==> src/rtl/lsu_byte_seq.sv <==
// lsu_byte_seq: splits 32-bit load/store requests into sequential little-endian byte accesses.
// Optional macro LSU_MISALIGN_SPLIT_EN lets misaligned half/word accesses run byte-by-byte instead of erroring.
module lsu_byte_seq #(
  parameter int ADDR_W = 5
) (
  input  logic              clk,
  input  logic              rst_n,
  input  logic              req_valid,
  output logic              req_ready,
  input  logic              req_we,
  input  logic [1:0]        req_size,
  input  logic              req_unsigned,
  input  logic [ADDR_W-1:0] req_addr,
  input  logic [31:0]       req_wdata,
  output logic              resp_valid,
  input  logic              resp_ready,
  output logic [31:0]       resp_rdata,
  output logic              resp_err,
  output logic              mem_we,
  output logic [ADDR_W-1:0] mem_addr,
  output logic [7:0]        mem_wdata,
  input  logic [7:0]        mem_rdata
);
  typedef enum logic [1:0] {IDLE, ACCESS, RESP} state_t;
  state_t            state_q, state_d;
  logic              we_q, we_d, uns_q, uns_d, err_q, err_d;
  logic [1:0]        size_q, size_d, idx_q, idx_d, last;
  logic [ADDR_W-1:0] addr_q, addr_d;
  logic [31:0]       wdata_q, wdata_d, rdata_q, rdata_d;
  logic              misalign, req_err, access, sign;
`ifdef LSU_MISALIGN_SPLIT_EN
  assign misalign = 1'b0;
`else
  assign misalign = (req_size == 2'b01 && req_addr[0]) || (req_size == 2'b10 && req_addr[1:0] != 2'b00);
`endif
  assign req_err = (req_size == 2'b11) || misalign;
  assign last    = size_q == 2'b00 ? 2'd0 : size_q == 2'b01 ? 2'd1 : 2'd3;
  always_comb begin
    state_d = state_q;
    we_d    = we_q;
    uns_d   = uns_q;
    err_d   = err_q;
    size_d  = size_q;
    idx_d   = idx_q;
    addr_d  = addr_q;
    wdata_d = wdata_q;
    rdata_d = rdata_q;
    case (state_q)
      IDLE: if (req_valid) begin
        we_d    = req_we;
        uns_d   = req_unsigned;
        size_d  = req_size;
        addr_d  = req_addr;
        wdata_d = req_wdata;
        idx_d   = 2'd0;
        rdata_d = 32'd0;
        err_d   = req_err;
        state_d = req_err ? RESP : ACCESS;
      end
      ACCESS: begin
        if (!we_q) rdata_d[{idx_q, 3'b000} +: 8] = mem_rdata;
        idx_d = idx_q + 2'd1;
        if (idx_q == last) state_d = RESP;
      end
      RESP: if (resp_ready) state_d = IDLE;
      default: state_d = IDLE;
    endcase
  end
  always_ff @(posedge clk or negedge rst_n) begin
    if (!rst_n) begin
      state_q <= IDLE;
      we_q    <= 1'b0;
      uns_q   <= 1'b0;
      err_q   <= 1'b0;
      size_q  <= 2'b00;
      idx_q   <= 2'd0;
      addr_q  <= '0;
      wdata_q <= 32'd0;
      rdata_q <= 32'd0;
    end else begin
      state_q <= state_d;
      we_q    <= we_d;
      uns_q   <= uns_d;
      err_q   <= err_d;
      size_q  <= size_d;
      idx_q   <= idx_d;
      addr_q  <= addr_d;
      wdata_q <= wdata_d;
      rdata_q <= rdata_d;
    end
  end
  assign access     = state_q == ACCESS;
  assign req_ready  = state_q == IDLE;
  assign resp_valid = state_q == RESP;
  assign resp_err   = resp_valid && err_q;
  assign mem_we     = access && we_q;
  assign mem_addr   = access ? addr_q + ADDR_W'(idx_q) : '0;
  assign mem_wdata  = mem_we ? wdata_q[{idx_q, 3'b000} +: 8] : 8'd0;
  assign sign       = !uns_q && (size_q == 2'b00 ? rdata_q[7] : rdata_q[15]);
  // Extension is applied on the way out so the raw captured lanes stay untouched.
  assign resp_rdata = !(resp_valid && !we_q && !err_q) ? 32'd0 :
                      size_q == 2'b00 ? {{24{sign}}, rdata_q[7:0]} :
                      size_q == 2'b01 ? {{16{sign}}, rdata_q[15:0]} : rdata_q;
endmodule

==> config.mk <==
export PLATFORM = sky130hd
export DESIGN_NAME = lsu_byte_seq
export DESIGN_NICKNAME = d
export VERILOG_FILES = /design/src/rtl/lsu_byte_seq.sv
export SDC_FILE = /design/constraint.sdc
export NUM_CORES = 1
export LEC_CHECK = 0
export ABC_AREA = 1
export BUFFER_PORTS_ARGS = -buffer_cell sky130_fd_sc_hd__buf_2
export CORE_MARGIN = 2
export CORE_UTILIZATION = 55
export DETAILED_ROUTE_END_ITERATION = 10
export PLACE_DENSITY = 0.81
export REMOVE_ABC_BUFFERS = 1
export SLEW_MARGIN = 20
export SYNTH_ARGS = -nofsm -noshare
export SYNTH_HDL_FRONTEND = slang
export SYNTH_SLANG_ARGS = --single-unit
==> constraint.sdc <==
create_clock -name clk -period 6.4 [get_ports clk]
set_input_delay 1.28 -clock clk [delete_from_list [all_inputs] [get_ports clk]]
set_output_delay 1.28 -clock clk [all_outputs]
set_load 0.005 [all_outputs]
==> results of run 1 <==
[critical path: cells and delay by family, from the launching register on]
kind / cells / cell delay (ns)
flip-flops: 1 / 0.62
adder cells (fa/ha/maj): 1 / 0.59
buffers and inverters: 2 / 0.60
AND/OR/NAND/NOR: 2 / 0.33
AO/OA/AOI/OAI: 1 / 0.08
[layout by cell type, fill, tap and decap left out, types with 2 or more instances in the layout]
| master | instances |
|---|---|
| o21ai_0 | 31 |
| buf_4 | 2 |
| nor2_1 | 115 |
| nand4_1 | 2 |
| inv_1 | 26 |
| nor3_1 | 2 |
| nand2_1 | 221 |
| ha_1 | 7 |
| nor2_2 | 3 |
| clkinv_1 | 2 |
| nand3_1 | 2 |
| buf_2 | 100 |
| clkbuf_8 | 10 |
| clkinv_2 | 3 |
| dfrtp_1 | 78 |
| a21oi_1 | 12 |
| o21ai_1 | 21 |
| inv_2 | 5 |
| nand3_2 | 3 |
[stage by stage]
stage / hold WS, ns / util, % / cells
floorplan: 0.444 / - / 540
global placement: 0.456 / 63.6 / 741
detailed placement: 0.460 / 63.6 / 741
CTS: 0.481 / 66.3 / 757
global route: 0.501 / 66.3 / 757
finish: 0.483 / 66.3 / 757
[Yosys cell counts (all sizes together)]
cell type    n  area share [%]
a21oi       12             1.5
and3         1            0.16
buf         14             2.1
clkbuf       7            0.65
clkinv       2            0.19
dfrtp       78              48
fa           1            0.50
ha           7             2.2
inv         31             2.9
nand2      223              21
nand3        5            0.99
nand3b       2            0.47
nand4        2            0.31
nor2       119              11
nor3         2            0.25
o21a         1            0.19
o21ai       52             6.5
or2          1            0.16
xnor2        1            0.22
[cell type report]
class / instances / area (um^2) / area share [%]
flip-flops and latches: 78 / 1950 / 41.0
multi-input cells: 429 / 1850 / 38.8
inverters: 33 / 124 / 2.60
clock buffers: 10 / 138 / 2.89
well taps: 99 / 124 / 2.60
clock inverters: 6 / 61.3 / 1.29
repair buffers: 102 / 515 / 10.8
[worst paths after layout]
check | start | cells after the start | endpoint | slack (ns)
max | idx_q[1] | 6 | mem_addr[4] | 2.53
min | wdata_q[13] | 2 | wdata_q[13] | 0.48
max reg2reg | idx_q[0] | 7 | rdata_q[25] | 3.87
min reg2reg | wdata_q[13] | 2 | wdata_q[13] | 0.48
max in group asynchronous | rst_n | 1 | addr_q[1] | 4.68
min in group asynchronous | rst_n | 1 | rdata_q[3] | 1.06
[registers in the layout (all words and copies together), names as in the netlist]
signal / count
err_q: 1
size_q: 2
idx_q: 2
rdata_q: 32
uns_q: 1
state_q: 2
we_q: 1
wdata_q: 32
addr_q: 5
[logic make-up after synthesis]
| logic type | after synthesis |
|---|---|
| XOR/XNOR | 1 |
| adder cells (fa/ha/maj) | 8 |
| buffers and inverters | 54 |
| AND/OR/NAND/NOR | 355 |
| flip-flops | 78 |
| AO/OA/AOI/OAI | 65 |
[layer usage]
| metal | track usage [%] | vias to the layer above | share of wire [%] |
|---|---|---|---|
| met5 | 0 | - | 0 |
| met4 | 10.2 | 0 | 1.5 |
| met3 | 5.21 | 12 | 7.3 |
| met2 | 42.0 | 141 | 48 |
| met1 | 33.4 | 1738 | 43 |
| li1 | - | 1910 | - |
[power by group through the flow]
stage          combinational (mW)  sequential [mW]  clock [mW]
6_report                    0.684            0.750       0.375
5_1_grt                     0.793            0.770       0.398
4_1_cts                     0.685            0.747       0.380
3_5_place_dp                0.679            0.754           0
3_3_place_gp                0.657            0.746           0
2_1_floorplan               0.487            0.724           0
==> results.py, run 1 <==
metrics = {
    "status": {
        "status": "finished, final reports clean",
    },
    "timing": {
        "fin_tns_setup_ns": 0,
        "grt_setup_unrepaired": "false",
        "slew_headroom_pct": 33.6,
        "final.setup.worst_slack_ns": 2.53,
        "slew_violations": 0,
        "finalSetupViolations": 0,
        "min_period_ns": 3.87,
        "fmax_mhz": 259,
        "fin_worst_skew_ns": 0.00660,
        "worst_pin_slew_ns": 0.995,
        "period_share_pct": 60.4,
        "hold_violations": 0,
    },
    "pwr": {
        "p_clk_share_pct": 20.7,
        "power.internal_mw": 1.05,
        "ir_worst_vdd_mv": 0.270,
        "power.leakage_nw": 2.60,
        "power.density_nw_per_um2": 380,
        "seqPwrFrac_pct": 41.5,
        "p_switching_mw": 0.760,
        "swShare_pct": 42.0,
        "total_power_mw": 1.81,
        "p_comb_share_pct": 37.8,
    },
    "clocking": {
        "cts-resized-gates": 0,
        "cts_tree": "built",
        "htree_levels": 3,
        "cts_hold_buf": 0,
        "cts_setup_buffers": 0,
        "clock-root-buffer": "clkbuf_8",
        "clk_pin_slew_ns": 0.08,
        "numCtsBuffers": 9,
        "cts.path.max_buffers": 2,
        "cts_sinks": 78,
        "clk_latency_ns": 0.36,
    },
    "die": {
        "core_area_um2": 7180,
        "start_util_pct": 56.2,
        "dieArea_um2": 8040,
        "die_x_um": 89.6,
        "rows": 31,
        "fp.dieH_um": 89.6,
        "io-pin-count": 102,
    },
    "synthesis": {
        "yosys.area_share.simple_pct": 34.8,
        "synth_fa_ha_area_share_pct": 2.67,
        "synth_area_um2": 4030,
        "yosysWarnings": 0,
        "syn_area_per_cell_um2": 7.19,
        "synth_xor_area_share_pct": 0.217,
        "yosysSeqAreaShare_pct": 48.4,
        "muxShareOfSynthArea_pct": 0,
        "ys_seq_elements": 78,
        "synthCells": 561,
        "yosysUniqueCellTypes": 29,
        "synth_compound_area_share_pct": 8.13,
        "synth_top_family_by_area": "simple AND/OR/NAND/NOR gates",
    },
    "setup_path": {
        "path_cells": "clkinv_1 -> fa_1 -> nor2_1 -> a21oi_1 -> nor3_1 -> buf_2",
        "slowest_stage": "dfrtp_1",
        "cpPeakStageDelay_ns": 0.62,
        "path_class": "flip-flop to primary output",
        "arrival_ns": 2.59,
        "path_max_fanout": 13,
        "endpoint_kind": "primary output",
        "required_ns": 5.12,
        "startpoint_type": "flip-flop",
    },
    "placement": {
        "place_ws_ns": 2.94,
        "dp_hpwl_um": 6630,
        "place_congestion": 0.857,
        "portBuffers": 101,
        "post_dp_cell_area_um2": 4560,
    },
    "routing": {
        "detail_route.vias_per_cell": 5.02,
        "vias": 3801,
        "post_drt_wl_per_cell_um": 12.8,
        "remaining_drc_errors": 0,
        "drtIter0Drc": 187,
        "drt_wl_total_um": 9680,
        "first_pass_iters": 5,
        "ant_nets": 0,
    },
    "global_routing": {
        "grt_max_degree": 79,
        "grt_pass1_vias": 3556,
        "grt_usage_pct": 25.6,
        "overflow": 0,
        "grt_first_pass_wirelength_um": 15700,
        "antenna_found_initial": 0,
    },
    "worst_hold_path": {
        "hp-class": "flip-flop to flip-flop",
    },
    "cells_and_area": {
        "fill_cells": 606,
        "antennaDiodeCount": 0,
        "syn2layout_area_growth_pct": 18.0,
        "drive_gt1_share_pct": 20.4,
        "fin_nets": 714,
        "design_area_um2": 4760,
    },
    "job": {
        "maxCapViolations": 0,
    },
}
(Power assumes the default switching activity.)
==> run 2: changes to the inputs <==
Settings changed: CORE_UTILIZATION 55 to 53, PLACE_DENSITY 0.81 to 0.79.
Clock period 6.4 ns to 3.9 ns, I/O delays scaled along.
==> run 2 against run 1 <==
  * Wire length grew 2.3%
  * Utilization shrank 0.67 points
  * Critical path depth increased by 1
  * Non-clock buffer count rose by 2
  * Critical path type unchanged
  * Critical endpoint is now resp_rdata[29]
  * Largest power group unchanged
==> results.py, run 2 (synthesized netlist as in run 1, its figures left out) <==
metrics = {
    "timing": {
        "whs_ns": 0.481,
        "hold_violations": 0,
        "final.setup.worst_slack_ns": 0.845,
        "slew_headroom_pct": 34.8,
        "period_share_pct": 78.3,
        "worst_pin_slew_ns": 0.979,
        "grt_setup_unrepaired": "false",
        "min_period_ns": 3.06,
        "fmax_mhz": 327,
        "finalSetupViolations": 0,
        "fin_tns_setup_ns": 0,
        "fin_worst_skew_ns": 0.00683,
        "slew_violations": 0,
    },
    "global_routing": {
        "antenna_found_initial": 0,
        "overflow": 0,
        "grt_first_pass_wirelength_um": 16900,
        "grt_pass1_vias": 3715,
        "grt_usage_pct": 25.1,
        "grt_max_degree": 79,
    },
    "cells_and_area": {
        "final_common_cell": "nand2_1",
        "design_area_um2": 4810,
        "utilization_pct": 65.7,
        "largest_registers": "rdata_q (32), wdata_q (32), addr_q (5)",
        "mostFrequentLayoutCells": "nand2_1 (221), nor2_1 (115), buf_2 (100), dfrtp_1 (78), o21ai_0 (31)",
        "fill_cells": 665,
        "drive_gt1_share_pct": 20.5,
        "syn2layout_area_growth_pct": 19.4,
        "antennaDiodeCount": 0,
        "fin_nets": 716,
    },
    "placement": {
        "portBuffers": 101,
        "post_dp_cell_area_um2": 4580,
        "dp_hpwl_um": 6840,
        "place_ws_ns": 1.28,
        "place_congestion": 0.862,
    },
    "clocking": {
        "htree_levels": 3,
        "cts_tree": "built",
        "cts_setup_buffers": 0,
        "clock-root-buffer": "clkbuf_8",
        "clk_latency_ns": 0.35,
        "cts_sinks": 78,
        "cts_hold_buf": 0,
        "clk_pin_slew_ns": 0.09,
        "cts-resized-gates": 0,
        "numCtsBuffers": 9,
        "cts.path.max_buffers": 2,
    },
    "pwr": {
        "ir_worst_vdd_mv": 0.298,
        "p_clk_share_pct": 23.6,
        "p_switching_mw": 1.26,
        "p_comb_share_pct": 37.8,
        "power.density_nw_per_um2": 644,
        "power.internal_mw": 1.84,
        "swShare_pct": 40.6,
        "seqPwrFrac_pct": 38.6,
        "power.leakage_nw": 2.62,
    },
    "die": {
        "die_x_um": 91.2,
        "start_util_pct": 55.0,
        "rows": 31,
        "dieArea_um2": 8320,
        "fp.dieH_um": 91.2,
        "core_area_um2": 7330,
        "io-pin-count": 102,
    },
    "routing": {
        "detail_route.vias_per_cell": 5.11,
        "first_pass_iters": 4,
        "ant_nets": 0,
        "post_drt_wl_per_cell_um": 13.1,
        "drt_wl_total_um": 9910,
        "remaining_drc_errors": 0,
        "vias": 3877,
        "drtIter0Drc": 227,
    },
    "setup_path": {
        "required_ns": 3.12,
        "endpoint_kind": "primary output",
        "path_class": "flip-flop to primary output",
        "arrival_ns": 2.28,
        "startpoint_type": "flip-flop",
        "path_max_fanout": 16,
    },
    "worst_hold_path": {
        "hp-class": "flip-flop to flip-flop",
    },
    "status": {
        "status": "finished, final reports clean",
    },
    "job": {
        "maxCapViolations": 0,
    },
}
[run 2: final timing paths]
check	from	endpoint	slack, ns	cells after the start
max in group asynchronous	rst_n	rdata_q[25]	2.69	1
min in group asynchronous	rst_n	rdata_q[0]	0.56	1
max	size_q[1]	resp_rdata[29]	0.84	7
max reg2reg	idx_q[0]	rdata_q[28]	1.66	8
min	wdata_q[25]	wdata_q[25]	0.48	2
min reg2reg	wdata_q[25]	wdata_q[25]	0.48	2
[run 2: layout make-up]
cell class / instances / area [um^2] / share of cell area (%)
Inverter: 33 / 124 / 2.57
Tap cell: 99 / 124 / 2.57
Clock buffer: 10 / 128 / 2.65
Sequential cell: 78 / 1950 / 40.5
Timing Repair Buffer: 104 / 531 / 11.0
Clock inverter: 6 / 110 / 2.29
Multi-Input combinational cell: 429 / 1850 / 38.4
[run 2: per-layer routing]
layer,GRT usage [%],routed length (um),up-vias
met5,0,0,-
met4,11.1,289,0
met3,3.98,600,29
met2,39.9,4580,156
met1,34.2,4440,1773
li1,-,-,1919
[run 2: critical path, cell delays in order, from the launching register on]
cell	delay, ns
dfrtp_1	0.44
nor2_1	0.54
o21ai_0	0.26
nand2_2	0.24
inv_2	0.07
nand2_4	0.17
nor2_1	0.07
buf_2	0.12
[run 2: power by group through the flow]
| stage | clock network [mW] | registers, mW | logic (mW) |
|---|---|---|---|
| after floorplan | 0 | 1.19 | 0.800 |
| after global placement | 0 | 1.20 | 1.12 |
| after detailed placement | 0 | 1.21 | 1.17 |
| after CTS | 0.740 | 1.19 | 1.18 |
| after global routing | 0.773 | 1.23 | 1.36 |
| final | 0.733 | 1.20 | 1.17 |
[run 2: metrics by stage]
step,std cells,power [mW]
final,759,3.10
after global routing,759,3.36
after CTS,759,3.11
after detailed placement,743,2.37
after global placement,743,2.32
after floorplan,540,1.99
==> run 3: changes to the inputs <==
Settings changed: CORE_UTILIZATION 53 to 48, PLACE_DENSITY 0.79 to 0.75.
Clock period 3.9 ns to 2.65 ns, I/O delays scaled along.
==> run 3 against run 2 <==
  * Clock-buffer cell count fell by 1
  * Combinational power rose by 48%
  * Worst setup slack got worse by 0.69 ns
  * Critical path type unchanged
  * Largest cell class unchanged
==> results.py, run 3 (synthesized netlist as in run 1, its figures left out) <==
metrics = {
    "status": {
        "status": "finished, final reports clean",
    },
    "clocking": {
        "clk_latency_ns": 0.37,
        "cts_sinks": 78,
        "cts_tree": "built",
        "numCtsBuffers": 9,
        "clock-root-buffer": "clkbuf_8",
        "htree_levels": 3,
        "cts.path.max_buffers": 2,
        "clk_pin_slew_ns": 0.10,
    },
    "die": {
        "fp.dieH_um": 95.7,
        "dieArea_um2": 9150,
        "rows": 33,
        "start_util_pct": 49.3,
        "io-pin-count": 102,
        "core_area_um2": 8180,
        "die_x_um": 95.7,
    },
    "global_routing": {
        "overflow": 0,
        "grt_pass1_vias": 3585,
        "antenna_found_initial": 0,
        "grt_max_degree": 45,
        "grt_usage_pct": 23.2,
        "grt_first_pass_wirelength_um": 16500,
    },
    "setup_path": {
        "path_class": "flip-flop to primary output",
        "cpPeakStageDelay_ns": 0.44,
        "path_max_fanout": 7,
        "endpoint_kind": "primary output",
        "arrival_ns": 1.97,
        "slowest_stage": "dfrtp_2",
        "worst-path-buf-inv": 2,
        "startpoint_type": "flip-flop",
        "critical-path-top-delay-family": "adder cells",
        "required_ns": 2.12,
        "path_cells": "ha_1 -> inv_1 -> fa_1 -> nor2_1 -> a21oi_1 -> nor3_1 -> buf_2",
    },
    "routing": {
        "remaining_drc_errors": 0,
        "detail_route.vias_per_cell": 5.05,
        "first_pass_iters": 6,
        "post_drt_wl_per_cell_um": 12.8,
        "drt_wl_total_um": 9830,
        "vias": 3880,
        "drtIter0Drc": 247,
        "ant_nets": 0,
    },
    "timing": {
        "fin_tns_setup_ns": 0,
        "min_period_ns": 2.50,
        "slew_headroom_pct": 55.2,
        "period_share_pct": 94.2,
        "grt_setup_unrepaired": "false",
        "slew_violations": 0,
        "finalSetupViolations": 0,
        "fmax_mhz": 401,
        "fin_worst_skew_ns": 0.0171,
        "whs_ns": 0.148,
        "worst_pin_slew_ns": 0.671,
        "hold_violations": 0,
    },
    "pwr": {
        "power.internal_mw": 2.47,
        "p_comb_share_pct": 39.7,
        "seqPwrFrac_pct": 40.6,
        "p_clk_share_pct": 19.7,
        "power.leakage_nw": 2.62,
        "p_switching_mw": 1.90,
        "power.density_nw_per_um2": 907,
        "swShare_pct": 43.5,
        "ir_worst_vdd_mv": 0.454,
    },
    "placement": {
        "dp_hpwl_um": 6920,
        "place_congestion": 0.896,
        "dp_cells": 753,
        "portBuffers": 101,
        "post_dp_cell_area_um2": 4630,
    },
    "cells_and_area": {
        "fill_cells": 799,
        "design_area_um2": 4810,
        "mostFrequentLayoutCells": "nand2_1 (221), nor2_1 (115), buf_2 (100), dfrtp_1 (77), o21ai_0 (31)",
        "syn2layout_area_growth_pct": 19.3,
        "largest_registers": "rdata_q (32), wdata_q (32), addr_q (5)",
        "final_cells": 769,
        "antennaDiodeCount": 0,
        "final_common_cell": "nand2_1",
        "drive_gt1_share_pct": 21.2,
        "fin_nets": 720,
    },
    "job": {
        "maxCapViolations": 0,
    },
    "worst_hold_path": {
        "hp-class": "input pin to async pin",
    },
}
==> run 3: cell types whose count changed in the layout (fill, tap and decap cells not counted) <==
cell | before | now
buf_12 | 0 | 1
dfrtp_1 | 78 | 77
inv_6 | 0 | 3
bufinv_16 | 3 | 0
inv_8 | 0 | 1
clkinv_2 | 1 | 0
dfrtp_2 | 0 | 1
clkinv_4 | 0 | 1
clkbuf_1 | 1 | 0
buf_4 | 4 | 7
==> run 3: final cells by class <==
type	count	area [um^2]	area share (%)
multi-input combinational	429	1850	38.4
clock inverter	7	61.3	1.27
clock buffer	9	124	2.57
tap	105	131	2.73
inverter	33	124	2.57
sequential	78	1950	40.6
timing repair buffer	108	573	11.9
==> run 3: final timing paths <==
check                           cells after the start          start           to  slack (ns)
min in group clk                                    3  req_wdata[31]  wdata_q[31]        0.35
worst min register to register                      2    wdata_q[27]  wdata_q[27]        0.48
max in group asynchronous                           2          rst_n     idx_q[0]        1.91
worst min-delay path                                1          rst_n  wdata_q[23]        0.15
worst max register to register                      7       idx_q[0]  rdata_q[31]        0.58
worst max-delay path                                7       idx_q[0]  mem_addr[4]        0.15
==> run 3: per-stage QoR <==
step                      setup WS (ns)  utilization, %  power (mW)
after detailed placement          0.459            56.6        3.51
final                             0.153            58.9        4.37
after CTS                        0.0768            58.9        4.38
after floorplan                   0.354               -        2.93
after global placement            0.508            56.6        3.45
after global routing            0.00777            58.9        4.77
==> run 3: timing repair <==
item / 4_1_cts / 5_1_grt
gates resized for setup: 0 / 1
buffers inserted: 0 / 0
setup endpoints to repair: 0 / 2
hold buffers: 0 / 0
==> run 3: metal layers <==
layer / global-route usage, % / up-vias / routed length [um]
li1: - / 1924 / -
met1: 31.3 / 1793 / 4420
met2: 37.3 / 142 / 4490
met3: 4.74 / 21 / 720
met4: 7.98 / 0 / 191
met5: 0 / - / 0
==> run 3: power by group through the flow <==
stage	combinational (mW)	sequential, mW	clock [mW]
global route	2.02	1.82	0.927
CTS	1.74	1.77	0.874
finish	1.73	1.77	0.860
detailed placement	1.73	1.79	0
floorplan	1.18	1.75	0
global placement	1.68	1.77	0
